==> src/rtl/mc_control_if.sv <==
// Bus between the multicycle main-control sequencer and the MIPS-lite datapath.
// The controller side (master) reads the latched opcode and the memory-ready
// handshake, and drives every strobe, mux select and debug/status output.
interface mc_control_if #(
  parameter int CNT_W = 32
) ();
  logic [5:0]       opcode;
  logic             mem_ready;
  logic             pcwrite;
  logic             pcwritecond;
  logic             irwrite;
  logic             memread;
  logic             memwrite;
  logic             regwrite;
  logic             iord;
  logic             memtoreg;
  logic             regdst;
  logic             alusrca;
  logic [1:0]       alusrcb;
  logic [1:0]       pcsource;
  logic             aluop1;
  logic             aluop0;
  logic [3:0]       state;
  logic             illegal;
  logic [CNT_W-1:0] instr_count;

  modport master (
    input  opcode, mem_ready,
    output pcwrite, pcwritecond, irwrite, memread, memwrite, regwrite,
           iord, memtoreg, regdst, alusrca, alusrcb, pcsource,
           aluop1, aluop0, state, illegal, instr_count
  );

  modport slave (
    output opcode, mem_ready,
    input  pcwrite, pcwritecond, irwrite, memread, memwrite, regwrite,
           iord, memtoreg, regdst, alusrca, alusrcb, pcsource,
           aluop1, aluop0, state, illegal, instr_count
  );
endinterface

==> src/rtl/mc_control.sv <==
// Multicycle main-control sequencer for the MIPS-lite datapath.
// Walks each instruction through fetch/decode/execute/memory/writeback,
// drives the datapath controls for the current state, stalls on mem_ready in
// the memory-access states and counts retired instructions.
// Strobes are gated with rst_n so they fall the instant reset is asserted,
// even in the middle of a stalled access.
module mc_control #(
  parameter int CNT_W = 32
) (
  input  logic          clk,
  input  logic          rst_n,
  mc_control_if.master  bus
);

  typedef enum logic [3:0] {
    S_FETCH   = 4'd0,
    S_DECODE  = 4'd1,
    S_MEMADR  = 4'd2,
    S_MEMRD   = 4'd3,
    S_MEMWB   = 4'd4,
    S_MEMWR   = 4'd5,
    S_RTEXEC  = 4'd6,
    S_RTWB    = 4'd7,
    S_BEQ     = 4'd8,
    S_JUMP    = 4'd9,
    S_ORIEXEC = 4'd10,
    S_ORIWB   = 4'd11
  } state_e;

  localparam logic [5:0] OP_RTYPE = 6'b000000;
  localparam logic [5:0] OP_LW    = 6'b100011;
  localparam logic [5:0] OP_SW    = 6'b101011;
  localparam logic [5:0] OP_BEQ   = 6'b000100;
  localparam logic [5:0] OP_J     = 6'b000010;
  localparam logic [5:0] OP_ORI   = 6'b001101;

  state_e           state_r;
  state_e           next_s;
  logic             illegal_r;
  logic [CNT_W-1:0] cnt_r;

  logic       pcwrite_s;
  logic       pcwritecond_s;
  logic       irwrite_s;
  logic       memread_s;
  logic       memwrite_s;
  logic       regwrite_s;
  logic       iord_s;
  logic       memtoreg_s;
  logic       regdst_s;
  logic       alusrca_s;
  logic [1:0] alusrcb_s;
  logic [1:0] pcsource_s;
  logic [1:0] aluop_s;
  logic       illegal_hit_s;
  logic       retire_s;

  // State register; reset always lands in FETCH.
  always_ff @(posedge clk or negedge rst_n) begin
    if (!rst_n) begin
      state_r <= S_FETCH;
    end else begin
      state_r <= next_s;
    end
  end

  // Next-state and per-state datapath controls; unlisted signals stay 0.
  always_comb begin
    next_s        = S_FETCH;
    pcwrite_s     = 1'b0;
    pcwritecond_s = 1'b0;
    irwrite_s     = 1'b0;
    memread_s     = 1'b0;
    memwrite_s    = 1'b0;
    regwrite_s    = 1'b0;
    iord_s        = 1'b0;
    memtoreg_s    = 1'b0;
    regdst_s      = 1'b0;
    alusrca_s     = 1'b0;
    alusrcb_s     = 2'b00;
    pcsource_s    = 2'b00;
    aluop_s       = 2'b00;
    illegal_hit_s = 1'b0;
    retire_s      = 1'b0;
    case (state_r)
      S_FETCH: begin
        memread_s = 1'b1;
        alusrcb_s = 2'b01;
        // IR load and PC+4 only happen on the cycle memory delivers.
        irwrite_s = bus.mem_ready;
        pcwrite_s = bus.mem_ready;
        if (bus.mem_ready) begin
          next_s = S_DECODE;
        end else begin
          next_s = S_FETCH;
        end
      end
      S_DECODE: begin
        alusrcb_s = 2'b11;
        case (bus.opcode)
          OP_LW, OP_SW: next_s = S_MEMADR;
          OP_RTYPE:     next_s = S_RTEXEC;
          OP_BEQ:       next_s = S_BEQ;
          OP_J:         next_s = S_JUMP;
          OP_ORI:       next_s = S_ORIEXEC;
          default: begin
            next_s        = S_FETCH;
            illegal_hit_s = 1'b1;
          end
        endcase
      end
      S_MEMADR: begin
        alusrca_s = 1'b1;
        alusrcb_s = 2'b10;
        if (bus.opcode == OP_LW) begin
          next_s = S_MEMRD;
        end else if (bus.opcode == OP_SW) begin
          next_s = S_MEMWR;
        end else begin
          next_s = S_FETCH;
        end
      end
      S_MEMRD: begin
        memread_s = 1'b1;
        iord_s    = 1'b1;
        if (bus.mem_ready) begin
          next_s = S_MEMWB;
        end else begin
          next_s = S_MEMRD;
        end
      end
      S_MEMWB: begin
        regwrite_s = 1'b1;
        memtoreg_s = 1'b1;
        retire_s   = 1'b1;
        next_s     = S_FETCH;
      end
      S_MEMWR: begin
        memwrite_s = 1'b1;
        iord_s     = 1'b1;
        if (bus.mem_ready) begin
          retire_s = 1'b1;
          next_s   = S_FETCH;
        end else begin
          next_s = S_MEMWR;
        end
      end
      S_RTEXEC: begin
        alusrca_s = 1'b1;
        aluop_s   = 2'b10;
        next_s    = S_RTWB;
      end
      S_RTWB: begin
        regwrite_s = 1'b1;
        regdst_s   = 1'b1;
        retire_s   = 1'b1;
        next_s     = S_FETCH;
      end
      S_BEQ: begin
        alusrca_s     = 1'b1;
        aluop_s       = 2'b01;
        pcwritecond_s = 1'b1;
        pcsource_s    = 2'b01;
        retire_s      = 1'b1;
        next_s        = S_FETCH;
      end
      S_JUMP: begin
        pcwrite_s  = 1'b1;
        pcsource_s = 2'b10;
        retire_s   = 1'b1;
        next_s     = S_FETCH;
      end
      S_ORIEXEC: begin
        // ALU control picks OR from the opcode when ALUOp is 10.
        alusrca_s = 1'b1;
        alusrcb_s = 2'b10;
        aluop_s   = 2'b10;
        next_s    = S_ORIWB;
      end
      S_ORIWB: begin
        regwrite_s = 1'b1;
        retire_s   = 1'b1;
        next_s     = S_FETCH;
      end
      default: begin
        next_s = S_FETCH;
      end
    endcase
  end

  // Illegal-opcode flag, one cycle after the offending DECODE.
  always_ff @(posedge clk or negedge rst_n) begin
    if (!rst_n) begin
      illegal_r <= 1'b0;
    end else begin
      illegal_r <= illegal_hit_s;
    end
  end

  // Retired-instruction counter; wraps silently.
  always_ff @(posedge clk or negedge rst_n) begin
    if (!rst_n) begin
      cnt_r <= {CNT_W{1'b0}};
    end else if (retire_s) begin
      cnt_r <= cnt_r + {{(CNT_W-1){1'b0}}, 1'b1};
    end else begin
      cnt_r <= cnt_r;
    end
  end

  assign bus.pcwrite     = pcwrite_s & rst_n;
  assign bus.pcwritecond = pcwritecond_s & rst_n;
  assign bus.irwrite     = irwrite_s & rst_n;
  assign bus.memread     = memread_s & rst_n;
  assign bus.memwrite    = memwrite_s & rst_n;
  assign bus.regwrite    = regwrite_s & rst_n;
  assign bus.iord        = iord_s;
  assign bus.memtoreg    = memtoreg_s;
  assign bus.regdst      = regdst_s;
  assign bus.alusrca     = alusrca_s;
  assign bus.alusrcb     = alusrcb_s;
  assign bus.pcsource    = pcsource_s;
  assign bus.aluop1      = aluop_s[1];
  assign bus.aluop0      = aluop_s[0];
  assign bus.state       = state_r;
  assign bus.illegal     = illegal_r & rst_n;
  assign bus.instr_count = cnt_r;

endmodule
==> src/flat_wrapper.sv <==
// flat-port wrapper written by rule: the top's interface ports become plain ports
module mc_control_flat 
#(
  parameter int CNT_W = 32
)
  (clk, rst_n, bus_opcode, bus_mem_ready, bus_pcwrite, bus_pcwritecond, bus_irwrite, bus_memread, bus_memwrite, bus_regwrite, bus_iord, bus_memtoreg, bus_regdst, bus_alusrca, bus_alusrcb, bus_pcsource, bus_aluop1, bus_aluop0, bus_state, bus_illegal, bus_instr_count);
  mc_control_if #(.CNT_W(CNT_W)) bus_i ();
  input  logic clk;
  input  logic rst_n;
  input wire logic [$bits(bus_i.opcode)-1:0] bus_opcode;
  input wire logic [$bits(bus_i.mem_ready)-1:0] bus_mem_ready;
  output wire logic [$bits(bus_i.pcwrite)-1:0] bus_pcwrite;
  output wire logic [$bits(bus_i.pcwritecond)-1:0] bus_pcwritecond;
  output wire logic [$bits(bus_i.irwrite)-1:0] bus_irwrite;
  output wire logic [$bits(bus_i.memread)-1:0] bus_memread;
  output wire logic [$bits(bus_i.memwrite)-1:0] bus_memwrite;
  output wire logic [$bits(bus_i.regwrite)-1:0] bus_regwrite;
  output wire logic [$bits(bus_i.iord)-1:0] bus_iord;
  output wire logic [$bits(bus_i.memtoreg)-1:0] bus_memtoreg;
  output wire logic [$bits(bus_i.regdst)-1:0] bus_regdst;
  output wire logic [$bits(bus_i.alusrca)-1:0] bus_alusrca;
  output wire logic [$bits(bus_i.alusrcb)-1:0] bus_alusrcb;
  output wire logic [$bits(bus_i.pcsource)-1:0] bus_pcsource;
  output wire logic [$bits(bus_i.aluop1)-1:0] bus_aluop1;
  output wire logic [$bits(bus_i.aluop0)-1:0] bus_aluop0;
  output wire logic [$bits(bus_i.state)-1:0] bus_state;
  output wire logic [$bits(bus_i.illegal)-1:0] bus_illegal;
  output wire logic [$bits(bus_i.instr_count)-1:0] bus_instr_count;
  assign bus_i.opcode = bus_opcode;
  assign bus_i.mem_ready = bus_mem_ready;
  assign bus_pcwrite = bus_i.pcwrite;
  assign bus_pcwritecond = bus_i.pcwritecond;
  assign bus_irwrite = bus_i.irwrite;
  assign bus_memread = bus_i.memread;
  assign bus_memwrite = bus_i.memwrite;
  assign bus_regwrite = bus_i.regwrite;
  assign bus_iord = bus_i.iord;
  assign bus_memtoreg = bus_i.memtoreg;
  assign bus_regdst = bus_i.regdst;
  assign bus_alusrca = bus_i.alusrca;
  assign bus_alusrcb = bus_i.alusrcb;
  assign bus_pcsource = bus_i.pcsource;
  assign bus_aluop1 = bus_i.aluop1;
  assign bus_aluop0 = bus_i.aluop0;
  assign bus_state = bus_i.state;
  assign bus_illegal = bus_i.illegal;
  assign bus_instr_count = bus_i.instr_count;
  mc_control #(.CNT_W(CNT_W)) u_core (.clk(clk), .rst_n(rst_n), .bus(bus_i));
endmodule
==> config.mk <==
export PLATFORM = sky130hd
export DESIGN_NAME = mc_control_flat
export DESIGN_NICKNAME = d
export VERILOG_FILES = /design/src/rtl/mc_control_if.sv /design/src/rtl/mc_control.sv /design/src/flat_wrapper.sv
export SDC_FILE = /design/constraint.sdc
export NUM_CORES = 1
export LEC_CHECK = 0
export BUFFER_PORTS_ARGS = -buffer_cell sky130_fd_sc_hd__clkbuf_2
export CAP_MARGIN = 20
export CORE_UTILIZATION = 51
export CTS_CLUSTER_DIAMETER = 60
export DETAILED_ROUTE_END_ITERATION = 8
export GPL_TIMING_DRIVEN = 0
export PLACE_DENSITY = 0.79
export SLEW_MARGIN = 30
export SYNTH_ARGS = -nofsm -noshare
export SYNTH_HDL_FRONTEND = slang
export SYNTH_SLANG_ARGS = --single-unit
==> constraint.sdc <==
create_clock -name clk -period 3.2 [get_ports clk]
set_clock_uncertainty 0.15 [all_clocks]
set_input_delay 0.48 -clock clk [delete_from_list [all_inputs] [get_ports clk]]
set_output_delay 0.48 -clock clk [all_outputs]
set_load 0.01 [all_outputs]
Word-level counts from Yosys, hierarchy flattened
Index checks and enable logic that the tools add are counted.

Reduce and logical (&&, ||, !) cells: 11. Bitwise logic cells: 7. Eq/ne operators: 16. Add/sub/neg operators: 1. Mux-type cells: 24.

Operators by type and width (number): $add 32x1->32 const B (1); $pmux 4 s7 (1); $pmux 4 s5 (1); $eq 4x3->1 const B (4); $eq 4x4->1 const B (4); $mux 1 (13); $eq 6x6->1 const B (2); $reduce_or 2->1 (5); $mux 3 (3); $eq 4x2->1 const B (2); $pmux 2 s2 (2); $and 1x1->1 (7); $eq 6x2->1 const B (1); $eq 6x3->1 const B (1); $eq 6x4->1 const B (1); $logic_not 6->1 (1); $pmux 2 s3 (1); $reduce_or 6->1 (1); $reduce_or 5->1 (1); $eq 4x1->1 const B (1); $logic_not 4->1 (1); $mux 4 (1); $pmux 1 s2 (2); $reduce_or 4->1 (1); $reduce_or 3->1 (1).

Bits of input ports: 9. Output and inout bits: 53. Word-level logic and storage cells: 62. Register bits: 37.

Logic depth before layout (Yosys ltp)
Gate-level depths: netlist of the first run.

Word-level depth: 4. Gate-level depth with buffers: 8. Mapped depth without buffers: 5.

Worst setup path before layout of the first run
OpenSTA, ideal clock, no wires.

Kind: reg-to-reg. From: reg u_core.state_r[1] (netlist: u_core.bus.state[1]). To: reg u_core.cnt_r[29] (netlist: u_core.bus.instr_count[29]). Setup slack: 0.681 ns. Required time: 2.971 ns. Setup time: 0.079 ns. Stages on the path, launching flop included: 8. Path buffers: 2. Period minus slack after synthesis: 2.519 ns. Data arrival time: 2.290 ns. Cell sequence: dfrtp_1 nor2b_4 buf_6 or4_4 buf_6 or4_4 nor3_2 xor2_1.

Cells in the longest elaborated chain, start to end: 3. Elaborated cells between the ends (all ways): 8. Classes of those cells: eq/ne (6); mux (1); reduce/logical (1).

Ends and longest elaborated chain: start: declaration (line mc_control.sv:37) `state_e state_r;`; start signal: assignment (line mc_control.sv:63) `state_r <= next_s;`; $eq 4x3->1 / $eq 4x4->1 (equally long branches) (line mc_control.sv:85) `case (state_r)`; $reduce_or 5->1 (no source line); $pmux 1 s2 * (line mc_control.sv:85); end signal: assignment (line mc_control.sv:203) `cnt_r <= {CNT_W{1'b0}};`; end signal: assignment (line mc_control.sv:205) `cnt_r <= cnt_r + {{(CNT_W-1){1'b0}}, 1'b1};`; end signal: assignment (line mc_control.sv:207) `cnt_r <= cnt_r;`; end: declaration (line mc_control.sv:40) `logic [CNT_W-1:0] cnt_r;`.

Every way passes the cells marked *; elsewhere a longest branch is shown, timed or not. A chain may end at the register's enable or synchronous reset.

Final worst setup path of the first run
Ends and elaborated chain as after synthesis.

==> results of run 1 <==
-- power breakdown --
group | internal (W) | leakage (nW) | switching (W)
registers | 0.000488 | 0.462 | 0.0000239
logic | 0.0000602 | 0.667 | 0.0000864
clock network | 0.000253 | 0.0574 | 0.000165
-- per-stage QoR --
| stage | instance area (sq um) | instances |
|---|---|---|
| 3_3_place_gp | 2440 | 325 |
| 6_report | 2560 | 333 |
| 2_1_floorplan | 2080 | 216 |
| 3_5_place_dp | 2440 | 325 |
| 4_1_cts | 2560 | 333 |
| 5_1_grt | 2560 | 333 |
-- routing by layer --
layer | vias up | global-route usage [%] | routed length [um]
li1 | 883 | - | -
met1 | 859 | 27.2 | 2030
met2 | 45 | 35.3 | 2040
met3 | 5 | 6.21 | 212
met4 | 0 | 6.52 | 40
met5 | - | 0 | 0
-- worst min path at each step --
stage | start | endpoint | slack, ns | cells past startpoint
after global placement | u_core.bus.instr_count[31]$_DFFE_PN0P_ | u_core.bus.instr_count[31]$_DFFE_PN0P_ | 0.31 | 1
after floorplan | rst_n | u_core.bus.instr_count[0]$_DFFE_PN0P_ | 0.03 | 0
after CTS | rst_n | u_core.bus.instr_count[26]$_DFFE_PN0P_ | 0.19 | 1
after detailed placement | u_core.bus.instr_count[29]$_DFFE_PN0P_ | u_core.bus.instr_count[29]$_DFFE_PN0P_ | 0.33 | 1
after global routing | rst_n | u_core.bus.instr_count[23]$_DFFE_PN0P_ | 0.19 | 1
final | rst_n | u_core.bus.instr_count[25]$_DFFE_PN0P_ | 0.13 | 1
-- layout by cell type (no fill, tap or decap), types with 2 or more instances in the layout --
cell,n
a21oi_1,3
a22oi_1,2
and2_1,3
and3_1,4
and4_1,4
buf_4,2
buf_6,2
clkbuf_1,6
clkbuf_2,60
clkbuf_8,6
dfrtp_1,37
inv_1,6
mux2i_1,2
nand2_1,19
nand2b_1,5
nand3_1,8
nand4_1,3
nor2_1,22
nor2b_1,4
nor3_1,13
nor3_2,4
nor3b_1,4
nor4_1,6
nor4b_1,2
o21ai_1,3
or4_4,2
xnor2_1,16
xor2_1,17
-- area by class of cell --
type,instances,area [sq um]
plain buffers,10,60.1
flip-flops and latches,37,926
inverters,7,26.3
repair buffers,61,305
well taps,48,60.1
fillers,333,1210
clock inverters,2,37.5
multi-input cells,162,1070
clock buffers,6,82.6
-- flip-flops by register name, indices dropped and copies added (netlist names) --
signal	count
u_core.illegal_r	1
u_core.bus.state	4
u_core.bus.instr_count	32
-- cell families after synthesis --
group,after synthesis,synth area share (%)
adder cells (fa/ha/maj),1,0.602
XOR/XNOR,33,13.9
flip-flops,37,44.6
AO/OA/AOI/OAI,14,4.70
AND/OR/NAND/NOR,111,30.6
buffers and inverters,17,4.15
multiplexers,3,1.51
==> flow_summary.toml, run 1 <==
[outcome]
status = "finished clean"

[floorplan]
dieArea_sq_mm = 0.00433
die_x_um = 65.8
start_util_pct = 55.1
dieHeight_um = 65.8
rows = 22
io_pins = 62
core_area_sq_mm = 0.00377

[power]
p_total_w = 0.00108
powerDensity_mw_per_mm2 = 420
vdd.ir_drop.worst_uv = 364
p_leak_nw = 1.19

[grt]
grt_pass1_wl_um = 7060
gr-total-overflow = 0
grt_max_degree = 41
first_global_vias = 1624
grtUsageTotal_pct = 21.5
antenna_found_initial = 0

[final_layout]
nets = 294
drive_gt1_share_pct = 28.8
area_delta_synth_final_pct = 23.4
final_core_util_pct = 68.0
antenna_cells = 0

[route]
viasPerCell = 5.38
wirelength_um = 4330
drtPass1Iterations = 4
via_count = 1792
antenna_left = 0
drc = 0
drt_iter0_markers = 118
wire_per_inst_um = 13.0

[setup_path]
crit_end = "u_core.bus.instr_count[29]$_DFFE_PN0P_"
timing.rr.end = "u_core.bus.instr_count[29]$_DFFE_PN0P_"
path_depth = 7
rr_worst_depth = 7
required_ns = 3.27
startpoint = "u_core.bus.state[1]$_DFF_PN0_"
crit_type = "flop to flop"
r2r_slack_ns = 0.57
max_stage_delay_ns = 0.58
path_max_fanout = 8
worst_r2r_startpoint = "u_core.bus.state[1]$_DFF_PN0_"
start_kind = "flop"
crit_arrival_ns = 2.70
critical-path-top-delay-family = "simple AND/OR/NAND/NOR gates"
path_cells = "nor2b_4 > buf_6 > or4_4 > buf_6 > or4_4 > nor3_2 > xor2_1"
path_buf_inv = 2
slowest_stage = "or4_4"
worstSetupEndpointType = "flop"

[clock_tree]
cts.clk_slew.worst_paths_ns = 0.07
htree_levels = 2
clockBufferDepth = 2
root_buffer = "clkbuf_8"
cts_sinks = 37
cts_resized = 0
hold_buffers = 0
clk_latency_ns = 0.29
cts_tree = "yes"
cts_setup_buffers = 0
cts_buffers = 5

[timing]
final.min_clock_period_ns = 2.63
tightest_slew_ns = 0.831
min_period_over_period_pct = 82.1
rsz0062_at_grt = "false"
slew_violations = 0
finalSetupViolations = 0
whs_ns = 0.130
hold_viol = 0
fmax_mhz = 380
maxSlewHeadroom_pct = 44.6
tns_ns = 0
setup_slack_ns = 0.572

[synth]
synthDistinctLibCells = 43
async_flop_share_pct = 100
ys_seq_elements = 37
synthTopCellsByArea = "dfrtp_1 (45%), xor2_1 (7.2%), xnor2_1 (6.7%)"
synth-edff-count = 0
avgSynthCellArea_sq_um = 9.62
ys.flop_type = "dfrtp_1"
synth.yosys.seq_area_share_pct = 44.6
yosys_warnings = 0
yosysTopAreaCellShare_pct = 44.6
ys_top_cells_by_count = "dfrtp_1 (37), nor2_1 (22), nand2_1 (19)"
yosysMostFrequentCell = "dfrtp_1"
synth.cell_area_sq_mm = 0.00208
syn-instance-count = 216
synth.largest_area_cell = "dfrtp_1"
synth_fp_nets = 226

[worst_hold_path]
hold_path.class = "primary input to asynchronous set/reset pin"

[placed_design]
dp_hpwl_um = 3210
pre_cts_ws_ns = 0.565
numPortBuffers = 61
gp_congestion = 0.831

[run]
cap_viol_max_count = 0
Power figures use the tool's default switching activity.
==> run 2: changes to the inputs <==
ABC_AREA = 1   (was default)
CORE_UTILIZATION = 54   (was 51)
PLACE_DENSITY = 0.81   (was 0.79)
clock period = 2.46 ns   (was 3.2 ns; I/O delays follow)
==> flow_summary.toml, run 2 <==
[grt]
grt_pass1_wl_um = 10900
antenna_found_initial = 0
first_global_vias = 2446
grtUsageTotal_pct = 27.3
grt_max_degree = 38
gr-total-overflow = 0

[clock_tree]
clockBufferDepth = 2
cts.clk_slew.worst_paths_ns = 0.07
cts_sinks = 37
root_buffer = "clkbuf_8"
cts_tree = "yes"
htree_levels = 2
cts_setup_buffers = 0
clk_latency_ns = 0.29
hold_buffers = 2
cts_resized = 0
cts_buffers = 5

[final_layout]
largest_reg_flops = 32
final_cell_mix = "nand2_1 (155), nor2_1 (60), clkbuf_2 (60)"
antenna_cells = 0
postLayoutCellArea_sq_mm = 0.00301
fin_cells = 513
area_delta_synth_final_pct = 19.1
nets = 470
layout_commonest_cell = "nand2_1"
drive_gt1_share_pct = 18.2

[setup_path]
worstSetupEndpointType = "output pin"
path_max_fanout = 5
worst_r2r_startpoint = "u_core.bus.instr_count[0]$_DFFE_PN0P_"
crit_arrival_ns = 1.62
max_stage_delay_ns = 0.43
r2r_slack_ns = 0.54
startpoint = "u_core.bus.state[3]$_DFF_PN0_"
crit_end = "bus_pcwrite"
crit_type = "flop to output pin"
slowest_stage = "dfrtp_1"
rr_worst_depth = 8
path_cells = "nor2_1 > inv_1 > nor2_1 > nand2_1 > a21oi_1 > clkbuf_2"
timing.rr.end = "u_core.bus.instr_count[18]$_DFFE_PN0P_"
start_kind = "flop"
required_ns = 1.94
critPathMostFrequentCell = "nor2_1"

[outcome]
violations = "DRC"
status = "finished, violations left"

[placed_design]
dp_cells = 503
place_area_sq_mm = 0.00290
numPortBuffers = 61
dp_hpwl_um = 4700
gp_congestion = 0.850

[timing]
maxSlewHeadroom_pct = 76.5
hold_viol = 0
slew_violations = 0
tns_ns = 0
min_period_over_period_pct = 86.9
final.min_clock_period_ns = 2.14
whs_ns = 0.220
finalSetupViolations = 0
rsz0062_at_grt = "false"
tightest_slew_ns = 0.351
fmax_mhz = 468

[floorplan]
dieHeight_um = 70.5
start_util_pct = 57.0
dieArea_sq_mm = 0.00497
io_pins = 62
rows = 24
core_area_sq_mm = 0.00444
die_x_um = 70.5

[synth]
ys_top_cells_by_count = "nand2_1 (155), nor2_1 (60), inv_1 (45)"
synth.cell_area_sq_mm = 0.00253
synth.largest_area_cell = "dfrtp_1"
synth_top_family_by_area = "simple AND/OR/NAND/NOR gates"
synth_fa_ha_area_share_pct = 0.494
synthDistinctLibCells = 26
avgSynthCellArea_sq_um = 6.49
ys.flop_type = "dfrtp_1"
yosys.area_share.simple_pct = 46.1
yosysTopAreaCellShare_pct = 36.6
synth_fp_nets = 400
synth.yosys.seq_area_share_pct = 36.6
yosys-mux-area-fraction_pct = 0
synth-edff-count = 0
ys_seq_elements = 37
yosysMostFrequentCell = "nand2_1"
async_flop_share_pct = 100
yosys_warnings = 0
synthTopCellsByArea = "dfrtp_1 (37%), nand2_1 (23%), nor2_1 (8.9%)"
yosys.area_share.xor_xnor_pct = 4.15
synth_compound_area_share_pct = 2.92
syn-instance-count = 390

[worst_hold_path]
hold_path.class = "primary input to flop"

[run]
cap_viol_max_count = 0

[power]
powerDensity_mw_per_mm2 = 457
vdd.ir_drop.worst_uv = 242
p_leak_nw = 1.54
p_total_w = 0.00138

[route]
wirelength_um = 6250
viasPerCell = 5.18
via_count = 2659
wire_per_inst_um = 12.2
drc = 4
drtPass1Iterations = 6
drt_iter0_markers = 150
antenna_left = 0
## run 2: how the worst min path moves through the flow
stage,start,end,cells after the start
finish,bus_opcode[3],u_core.bus.state[2]$_DFF_PN0_,3
global route,bus_opcode[3],u_core.bus.state[2]$_DFF_PN0_,3
CTS,bus_opcode[3],u_core.bus.state[2]$_DFF_PN0_,3
detailed placement,rst_n,u_core.bus.instr_count[0]$_DFFE_PN0P_,1
global placement,u_core.bus.instr_count[1]$_DFFE_PN0P_,u_core.bus.instr_count[1]$_DFFE_PN0P_,2
floorplan,rst_n,u_core.bus.instr_count[0]$_DFFE_PN0P_,0
## run 2: layout make-up
type                            instances  area (sq um)
Multi-Input combinational cell        299          1360
Clock buffer                            8          80.1
Sequential cell                        37           926
Fill cell                             420          1430
Timing Repair Buffer                   63           338
Tap cell                               52          65.1
Inverter                               47           176
Buffer                                  7          71.3
## run 2: cells by family after synthesis
family,count (synthesis)
compound gates,13
flops,37
fa+ha+maj,1
xor+xnor,12
simple gates,273
buf+inv,54
## run 2: report_power, final
group	switching (W)	internal (W)	total, W
clock network	0.000220	0.000202	0.000421
logic	0.000154	0.000102	0.000256
registers	0.0000533	0.000647	0.000700
## run 2: metrics by stage
step | util (%) | setup slack (ns)
after floorplan | - | 0.740
after global placement | 65.3 | 0.179
after detailed placement | 65.3 | 0.529
after CTS | 67.8 | 0.326
after global routing | 67.8 | 0.167
final | 67.8 | 0.322
## run 2: worst max-delay path: cells and delay by family (launching register included)
kind | cells | cell delay, ns
compound gates | 1 | 0.13
buf+inv | 2 | 0.24
flops | 1 | 0.43
simple gates | 3 | 0.53
## run 2: metal layers
| layer | global-route usage [%] | part of all wire, % | up-vias | wire, um |
|---|---|---|---|---|
| met5 | 0 | 0 | - | 0 |
| met4 | 5.44 | 0.70 | 0 | 44 |
| met3 | 3.61 | 5.2 | 4 | 323 |
| met2 | 47.1 | 47 | 75 | 2960 |
| met1 | 36.5 | 47 | 1234 | 2920 |
| li1 | - | - | 1346 | - |
==> run 3: changes to the inputs <==
ABC_AREA = 0   (was 1)
CORE_UTILIZATION = 51   (was 54)
PLACE_DENSITY = 0.79   (was 0.81)
==> flow_summary.toml, run 3 (synthesis gave the netlist of run 1 again) <==
[outcome]
status = "finished clean"

[floorplan]
start_util_pct = 55.1
dieArea_sq_mm = 0.00433
die_x_um = 65.8
io_pins = 62
rows = 22
dieHeight_um = 65.8
core_area_sq_mm = 0.00377

[clock_tree]
clockBufferDepth = 2
cts_sinks = 37
root_buffer = "clkbuf_8"
cts_buffers = 5
cts.clk_slew.worst_paths_ns = 0.07
htree_levels = 2
hold_buffers = 0
clk_latency_ns = 0.29
cts_tree = "yes"

[timing]
tns_ns = 0
fmax_mhz = 419
final.min_clock_period_ns = 2.39
tightest_slew_ns = 0.853
finalSetupViolations = 0
whs_ns = 0.0356
min_period_over_period_pct = 97.0
slew_violations = 0
hold_viol = 0
maxSlewHeadroom_pct = 43.1

[final_layout]
nets = 300
largest_reg_flops = 32
layout_commonest_cell = "clkbuf_2"
drive_gt1_share_pct = 31.3
final_core_util_pct = 69.4
postLayoutCellArea_sq_mm = 0.00262
area_delta_synth_final_pct = 26.0
final_cell_mix = "clkbuf_2 (61), dfrtp_1 (34), nor2_1 (22)"
fin_cells = 339
antenna_cells = 0

[grt]
gr-total-overflow = 0
first_global_vias = 1552
grtUsageTotal_pct = 22.8
antenna_found_initial = 0
grt_max_degree = 41
grt_pass1_wl_um = 7490

[power]
vdd.ir_drop.worst_uv = 380
combPwrFrac_pct = 14.1
p_switching_w = 0.000355
swShare_pct = 25.3
p_leak_nw = 1.23
p_seq_share_pct = 47.3
power_frac_clock_pct = 38.6
p_int_w = 0.00105
powerDensity_mw_per_mm2 = 536

[placed_design]
place_area_sq_mm = 0.00245
numPortBuffers = 61
dp_cells = 325
gp_congestion = 0.858
dp_hpwl_um = 3250

[route]
wire_per_inst_um = 13.6
drtPass1Iterations = 4
antenna_left = 0
drt_iter0_markers = 146
drc = 0
via_count = 1823
wirelength_um = 4590
viasPerCell = 5.38

[setup_path]
crit_arrival_ns = 2.45
required_ns = 2.52
crit_type = "flop to flop"
worstSetupEndpointType = "flop"
path_max_fanout = 8
rr_worst_depth = 6
start_kind = "flop"

[worst_hold_path]
hold_path.class = "primary input to asynchronous set/reset pin"

[run]
cap_viol_max_count = 0
## run 3: worst paths after layout
check | startpoint | end | slack [ns]
setup / recovery | u_core.bus.state[1]$_DFF_PN0_ | u_core.bus.instr_count[29]$_DFFE_PN0P_ | 0.07
hold / removal | rst_n | u_core.bus.instr_count[15]$_DFFE_PN0P_ | 0.04
hold reg to reg | u_core.bus.instr_count[31]$_DFFE_PN0P_ | u_core.bus.instr_count[31]$_DFFE_PN0P_ | 0.34
setup reg to reg | u_core.bus.state[1]$_DFF_PN0_ | u_core.bus.instr_count[29]$_DFFE_PN0P_ | 0.07
min in group clk | bus_opcode[3] | u_core.bus.state[1]$_DFF_PN0_ | 0.27
max in group asynchronous | rst_n | u_core.bus.state[1]$_DFF_PN0_ | 1.53
## run 3: power groups by stage
stage / logic [W] / registers [W] / clock network [W]
final: 0.000197 / 0.000664 / 0.000542
after CTS: 0.000197 / 0.000663 / 0.000546
after global routing: 0.000218 / 0.000669 / 0.000574
after detailed placement: 0.000185 / 0.000677 / 0
after floorplan: 0.0000993 / 0.000683 / 0
after global placement: 0.000182 / 0.000675 / 0
## run 3: layer usage
metal	track usage, %	share of wire [%]
met2	34.2	46
met4	8.15	1.2
met3	4.31	5.0
met5	0	0
met1	32.8	47
## run 3: timing repair
action	CTS	global route
pin swaps	3	1
buffers inserted	5	2
setup endpoints to repair	9	4
gates resized for setup	3	2
cloned	0	0
## run 3: final cells by class
| class | count | area, sq um |
|---|---|---|
| Timing Repair Buffer | 68 | 358 |
| Sequential cell | 37 | 930 |
| Multi-Input combinational cell | 162 | 1070 |
| Buffer | 9 | 53.8 |
| Inverter | 7 | 26.3 |
| Clock inverter | 1 | 30.0 |
| Clock buffer | 7 | 86.3 |
| Tap cell | 48 | 60.1 |
| Fill cell | 294 | 1150 |
## run 3: critical path: stages (launching register included)
cell and delay (ns):
dfrtp_2 0.43, nor2b_4 0.13, buf_6 0.12, or4_4 0.53, or4_4 0.59, nor3_2 0.19
xor2_1 0.17
## run 3: stage by stage
stage                     setup slack, ns  power, W
after floorplan                    0.0359  0.000782
after global placement            -0.0440  0.000858
after detailed placement           -0.143  0.000862
after CTS                          0.0336   0.00141
after global routing              -0.0248   0.00146
final                              0.0744   0.00140
